## src/rtl/pled_pwm_driver.sv

```systemverilog
// pled_pwm_driver
//
// Purpose: PWM driver for a power LED. A free-running prescaler produces one
// PWM step (tick_o) every 2^PRESCALE_W clocks. A PWM_W-bit step counter runs
// through 2^PWM_W steps per period. pwm_o is registered as
// (pwm_counter < cur_duty). A new duty is accepted through a valid/ready
// handshake. It takes effect only on a period boundary, so a PWM period is
// never cut short.
//
// Optional feature: define macro PLED_FADE_EN to fade cur_duty by +/-1 per
// period toward the requested duty instead of jumping straight to it.
//
// Ports:
//   clk_i          - single clock, all logic on its rising edge
//   rst_i          - asynchronous active-high reset
//   duty_i         - requested target duty (PWM_W bits)
//   duty_valid_i   - duty_i valid this cycle
//   duty_ready_o   - block accepts a new duty this cycle (FSM idle)
//   pwm_o          - registered PWM drive
//   pwm_counter_o  - current PWM step (debug probe bus)
//   prescale_msb_o - prescaler MSB (debug sample clock)
//   tick_o         - one-cycle pulse per PWM step
//   busy_o         - a duty change is pending or ramping
module pled_pwm_driver #(
  parameter int PRESCALE_W = 12,
  parameter int PWM_W      = 4
) (
  input  logic             clk_i,
  input  logic             rst_i,
  input  logic [PWM_W-1:0] duty_i,
  input  logic             duty_valid_i,
  output logic             duty_ready_o,
  output logic             pwm_o,
  output logic [PWM_W-1:0] pwm_counter_o,
  output logic             prescale_msb_o,
  output logic             tick_o,
  output logic             busy_o
);

  localparam logic [PRESCALE_W-1:0] PRE_ONE = 1;
  localparam logic [PWM_W-1:0]      PWM_ONE = 1;

  typedef enum logic [1:0] {
    ST_IDLE = 2'd0,
    ST_WAIT = 2'd1,
    ST_RAMP = 2'd2
  } state_t;

  state_t                state_q, state_d;
  logic [PRESCALE_W-1:0] prescale_q, prescale_d;
  logic [PWM_W-1:0]      pwm_counter_q, pwm_counter_d;
  logic [PWM_W-1:0]      cur_duty_q, cur_duty_d;
  logic [PWM_W-1:0]      target_q, target_d;
  logic                  pwm_q, pwm_d;

  logic tick;
  logic boundary;
  logic accept;
  logic at_target;

  // ---------------------------------------------------------------------------
  // Timebase: independent of the FSM.
  // ---------------------------------------------------------------------------
  assign tick     = &prescale_q;
  assign boundary = tick & (&pwm_counter_q);

  always_comb begin
    prescale_d    = prescale_q + PRE_ONE;
    pwm_counter_d = pwm_counter_q;
    if (tick) begin
      pwm_counter_d = pwm_counter_q + PWM_ONE;
    end
    pwm_d = (pwm_counter_q < cur_duty_q);
  end

  always_ff @(posedge clk_i or posedge rst_i) begin
    if (rst_i) begin
      prescale_q    <= '0;
      pwm_counter_q <= '0;
      pwm_q         <= 1'b0;
    end else begin
      prescale_q    <= prescale_d;
      pwm_counter_q <= pwm_counter_d;
      pwm_q         <= pwm_d;
    end
  end

  // ---------------------------------------------------------------------------
  // Duty datapath
  // ---------------------------------------------------------------------------
  assign accept    = duty_valid_i & (state_q == ST_IDLE);
  assign at_target = (target_q == cur_duty_q);

`ifdef PLED_FADE_EN
  logic [PWM_W-1:0] step_duty;
  // One step from cur_duty toward target. The value only matters when the
  // two differ.
  assign step_duty = (target_q > cur_duty_q) ? (cur_duty_q + PWM_ONE)
                                             : (cur_duty_q - PWM_ONE);
`endif

  always_comb begin
    target_d   = target_q;
    cur_duty_d = cur_duty_q;
    if (accept) begin
      target_d = duty_i;
    end
    // cur_duty changes only on a period boundary while a change is pending.
    // A capture made in IDLE on a boundary cycle cannot move cur_duty there.
    // It is first seen in WAIT at the following boundary.
    if (boundary && !at_target) begin
`ifdef PLED_FADE_EN
      // The boundary that ends WAIT is already the first fade step.
      if (state_q == ST_WAIT || state_q == ST_RAMP) begin
        cur_duty_d = step_duty;
      end
`else
      if (state_q == ST_WAIT) begin
        cur_duty_d = target_q;
      end
`endif
    end
  end

  always_ff @(posedge clk_i or posedge rst_i) begin
    if (rst_i) begin
      cur_duty_q <= '0;
      target_q   <= '0;
    end else begin
      cur_duty_q <= cur_duty_d;
      target_q   <= target_d;
    end
  end

  // ---------------------------------------------------------------------------
  // FSM: state register / next state / outputs
  // ---------------------------------------------------------------------------
  always_ff @(posedge clk_i or posedge rst_i) begin
    if (rst_i) begin
      state_q <= ST_IDLE;
    end else begin
      state_q <= state_d;
    end
  end

  always_comb begin
    state_d = state_q;
    case (state_q)
      ST_IDLE: begin
        if (accept) begin
          state_d = ST_WAIT;
        end
      end
      ST_WAIT: begin
        if (boundary) begin
          if (at_target) begin
            state_d = ST_IDLE;
          end else begin
`ifdef PLED_FADE_EN
            state_d = (step_duty == target_q) ? ST_IDLE : ST_RAMP;
`else
            state_d = ST_IDLE;
`endif
          end
        end
      end
      ST_RAMP: begin
`ifdef PLED_FADE_EN
        if (boundary && (at_target || step_duty == target_q)) begin
          state_d = ST_IDLE;
        end
`else
        // Never entered without fading; recover to IDLE if it is.
        state_d = ST_IDLE;
`endif
      end
      default: begin
        state_d = ST_IDLE;
      end
    endcase
  end

  always_comb begin
    duty_ready_o = (state_q == ST_IDLE);
    busy_o       = (state_q == ST_WAIT) || (state_q == ST_RAMP);
  end

  // ---------------------------------------------------------------------------
  // Remaining outputs
  // ---------------------------------------------------------------------------
  assign pwm_o          = pwm_q;
  assign pwm_counter_o  = pwm_counter_q;
  assign prescale_msb_o = prescale_q[PRESCALE_W-1];
  assign tick_o         = tick;

endmodule

```

## config.mk

```make
export PLATFORM = sky130hd
export DESIGN_NAME = pled_pwm_driver
export DESIGN_NICKNAME = d
export VERILOG_FILES = /design/src/rtl/pled_pwm_driver.sv
export SDC_FILE = /design/constraint.sdc
export NUM_CORES = 1
export LEC_CHECK = 0
export BUFFER_PORTS_ARGS = -buffer_cell sky130_fd_sc_hd__buf_2
export CAP_MARGIN = 40
export CORE_ASPECT_RATIO = 0.7
export CORE_MARGIN = 2
export CORE_UTILIZATION = 55
export CTS_CLUSTER_SIZE = 14
export DETAILED_ROUTE_END_ITERATION = 8
export PLACE_DENSITY = 0.77
export SLEW_MARGIN = 20
export SYNTH_ARGS = -nofsm -noshare
export SYNTH_HDL_FRONTEND = slang
export SYNTH_SLANG_ARGS = --single-unit
export TNS_END_PERCENT = 1
```

## constraint.sdc

```tcl
create_clock -name clk_i -period 2.8 [get_ports clk_i]
set_input_delay 0.84 -clock clk_i [delete_from_list [all_inputs] [get_ports clk_i]]
set_output_delay 0.84 -clock clk_i [all_outputs]
set_load 0.01 [all_outputs]
```

Word-level counts from Yosys, hierarchy flattened
Cells that the tools add are included.
Widths: inputs -> output; s select.
{"block": "op_classes", "addsub": 2, "eq_ne": 5, "n_reduce_logical": 8, "mul": 0, "order_cmp": 1, "muxes": 3, "div_mod_pow": 0, "n_bitwise": 2, "shift": 0}
{"cell": "$add 12x1->12 const B", "count": 1}
{"cell": "$reduce_and 12->1", "count": 1}
{"cell": "$add 4x1->4 const B", "count": 1}
{"cell": "$eq 4x4->1", "count": 1}
{"cell": "$lt 4x4->1", "count": 1}
{"cell": "$mux 2", "count": 2}
{"cell": "$pmux 2 s2", "count": 1}
{"cell": "$reduce_and 2->1", "count": 2}
{"cell": "$reduce_and 4->1", "count": 1}
{"cell": "$and 1x1->1", "count": 2}
{"cell": "$eq 2x1->1 const B", "count": 1}
{"cell": "$eq 2x2->1 const B", "count": 1}
{"cell": "$logic_not 2->1", "count": 1}
{"cell": "$ne 2x1->1 const B", "count": 1}
{"cell": "$ne 2x2->1 const B", "count": 1}
{"cell": "$logic_and 1x1->1", "count": 1}
{"cell": "$logic_not 1->1", "count": 1}
{"cell": "$logic_or 1x1->1", "count": 1}
{"block": "word_totals", "wordCells": 27, "output_inout_bits": 9, "regBits": 27, "mem_count": 0, "ram_bits": 0, "romBits": 0, "latch_bits": 0, "inputBits": 7}

Longest topological paths before layout
{"block": "logic_depth", "depth_word": 4, "depth_mapped": 5, "ltp_nobuf": 5}

Worst setup path before layout
Ideal clock, no wire load.
{"block": "synth_timing", "kind": "register -> output", "startpoint": "register prescale_q[0]", "endpoint": "output port tick_o", "required_ns": 1.960, "path_stages_with_launch": 4, "slack_ns": 0.896, "arrival_time_ns": 1.064, "n_path_buf": 0, "cell_sequence": "dfrtp_1 > ha_1 > nand4_1 > nor3_1"}
{"block": "synth_between", "elab_chain_len": 1}
{"element": "from (decl)", "line": "50", "rtl": "logic [PRESCALE_W-1:0] prescale_q, prescale_d;"}
{"element": "from (signal assigned)", "line": "82", "rtl": "prescale_q <= prescale_d;"}
{"element": "$reduce_and 12->1", "line": "64", "rtl": "assign tick = &prescale_q;"}
{"element": "to (decl)", "line": "36", "rtl": "output logic tick_o,"}
No other way between the ends.

Worst setup path in the final report
Ends and elaborated chain as after synthesis.

==> impl_metrics.toml <==
[layout]
fill_cells = 152
drive_above_1_share_pct = 28.2
layout.cells.non_filler = 132
diodes = 0
nets = 123
syn_to_final_growth_pct = 13.0
layout_common_cells = "dfrtp_1, buf_2, mux2_2"
final_common_cell = "dfrtp_1"
post-route-util_pct = 67.2

[global_route]
grtUsageTotal_pct = 16.6
overflow = 0
grt_max_degree = 27
antenna_found_initial = 0
grt_pass1_wl_um = 3010
grt_pass1_vias = 685

[timing]
hold_viol = 0
tightestPinTransition_ns = 0.405
rsz0062_at_grt = "false"
relSlewSlack_pct = 72.9
max_freq_mhz = 407
finClkSkew_ns = 0.0116
drv_slew = 0
tns_ns = 0
setup_viol = 0
fin_crit_sh_pct = 87.7
min_period_ns = 2.45

[clocking]
cts_setup_buffers = 0
cts_root_buffer = "clkbuf_4"
cts_tree = "yes"
cts_hold_buf = 0
cts-buffers-inserted = 3
h-tree-depth = 1
cts.path.max_buffers = 2
post_cts_resized = 0
clkSinkCount = 26
insertion_delay_ns = 0.32
clk_pin_slew_worst_paths_ns = 0.12

[floorplan]
dieArea_um2 = 2420
start_util_pct = 59.5
core.rowCount = 13
num_io_pins = 16
die_w_um = 58.0
core_area_um2 = 1890
dieHeight_um = 41.8

[power_and_ir_drop]
p_seq_share_pct = 65.7
powerDensity_nw_per_um2 = 463
total_switching_power_mw = 0.117
switching_share_pct = 19.9
intPower_mw = 0.471
ir_drop_v = 0.000344
clkPwrFrac_pct = 31.1
p_total_mw = 0.587
leakagePower_nw = 0.679
power_frac_comb_pct = 3.2

[logic_synthesis]
synth_seq_cells = 26
yosysUniqueCellTypes = 18
synthCells = 90
yosysSeqAreaShare_pct = 58.0
syn-num-nets = 102
syn_avg_cell_area_um2 = 12.5
syn_area_um2 = 1120
yosysWarnings = 0

[critical_path]
crit_chain = "ha_1, nand4_1, nor3_1, buf_2"
worstSetupStartpoint = "prescale_q[0]"
startpoint_type = "register"
cp_max_fo = 4
critical_path_required_ns = 1.96
worst-path-stages = 4
crit_arrival_ns = 1.61
slowest_stage = "dfrtp_1"
endpoint_kind = "output port"
setup.worst_path.end = "tick_o"
r2r_cells = 5
ff2ff_setup_slack_ns = 0.93
path_buf_inv = 1
r2r-end = "cur_duty_q[1]"
cpPeakStageDelay_ns = 0.40
path_class = "reg -> out"
timing.rr.start = "prescale_q[0]"
cp_top_family = "simple AND/OR/NAND/NOR gates"

[routing]
wl_per_cell_um = 12.8
ant_nets = 0
vias_per_cell = 5.31
vias = 701
drt-initial-drc-count = 15
route.detailed.drc = 0
drt-pass1-iter-count = 4
wirelength_um = 1690

[placed_design]
post-place-cells = 128
port_buffers = 15
place.gp.congestion = 0.702
dp_hpwl_um = 1290

[min_path]
worstHoldPathType = "reg -> reg"

[run]
drv_cap = 0

[outcome]
outcome = "complete, no violations"
registers in the layout (all words and copies together), names as in the netlist:
register / flops
prescale_q: 12
cur_duty_q: 4
pwm_counter_o: 4
target_q: 4
pwm_o: 1
state_q: 1
cell type report:
type | count | area [µm²] | area share [%]
Multi-Input combinational cell | 56 | 442 | 34.8
Timing Repair Buffer | 16 | 82.6 | 6.51
Inverter | 8 | 30.0 | 2.37
Tap cell | 22 | 27.5 | 2.17
Sequential cell | 26 | 651 | 51.3
Clock buffer | 4 | 36.3 | 2.86
synth_stat cells:
cell      count  area share, %
dfrtp_1      26             58
mux2_2        9            9.0
inv_1         8            2.7
xor2_1        7            5.5
xnor2_1       6            4.7
ha_1          5            5.6
nand3_1       5            2.2
nor2_1        5            1.7
nand4_1       4            2.2
nor3_1        4            1.8
nand2_1       3            1.0
a21o_1        2            1.3
a21oi_1       1           0.45
and3_1        1           0.56
nand2b_1      1           0.56
nor2b_1       1           0.56
nor3_4        1            1.4
or2_4         1           0.78
worst reg2reg max path, cell delays in order (launching register included):
cell and delay [ns]:
dfrtp_1 0.40, ha_1 0.23, nand4_1 0.18, or2_4 0.30, nor3_4 0.28, mux2_2 0.37
metrics by stage:
step	instance area (µm²)	hold slack, ns	setup slack (ns)
6_report	1270	0.481	0.345
5_1_grt	1270	0.509	0.199
4_1_cts	1270	0.484	0.347
3_5_place_dp	1230	0.462	0.717
3_3_place_gp	1230	0.448	0.783
2_1_floorplan	1120	0.435	0.896
routing by layer:
layer | share of wire (%) | global-route usage [%] | vias to the layer above
met2 | 46 | 25.5 | 12
met5 | 0 | 0 | -
met1 | 49 | 22.9 | 340
li1 | - | - | 347
met3 | 5.0 | 6.54 | 2
met4 | 0.53 | 2.79 | 0
how the worst min path moves through the flow:
stage	start	end	slack, ns	depth (start not counted)
2_1_floorplan	prescale_q[0]	prescale_q[0]	0.44	1
4_1_cts	prescale_q[7]	prescale_q[7]	0.48	1
6_report	prescale_q[7]	prescale_q[7]	0.48	1
3_3_place_gp	prescale_q[0]	prescale_q[0]	0.45	1
3_5_place_dp	prescale_q[7]	prescale_q[7]	0.46	1
5_1_grt	prescale_q[7]	prescale_q[7]	0.51	1
power groups by stage:
| stage | clock (mW) | sequential [mW] | combinational (mW) |
|---|---|---|---|
| floorplan | 0 | 0.391 | 0.0116 |
| global placement | 0 | 0.392 | 0.0186 |
| detailed placement | 0 | 0.393 | 0.0195 |
| CTS | 0.194 | 0.386 | 0.0196 |
| global route | 0.210 | 0.387 | 0.0217 |
| finish | 0.183 | 0.386 | 0.0188 |
cells by family (layout without fill, tap and decap cells):
family	Yosys count	after routing	synth area share, %
adder cells (fa/ha/maj)	5	5	5.57
buffers and inverters	8	28	2.68
AO/OA/AOI/OAI	3	3	1.78
flip-flops	26	26	58.0
XOR/XNOR	13	13	10.1
AND/OR/NAND/NOR	26	26	12.8
multiplexers	9	9	9.03
Note: power is estimated with default switching activity, not from simulation.
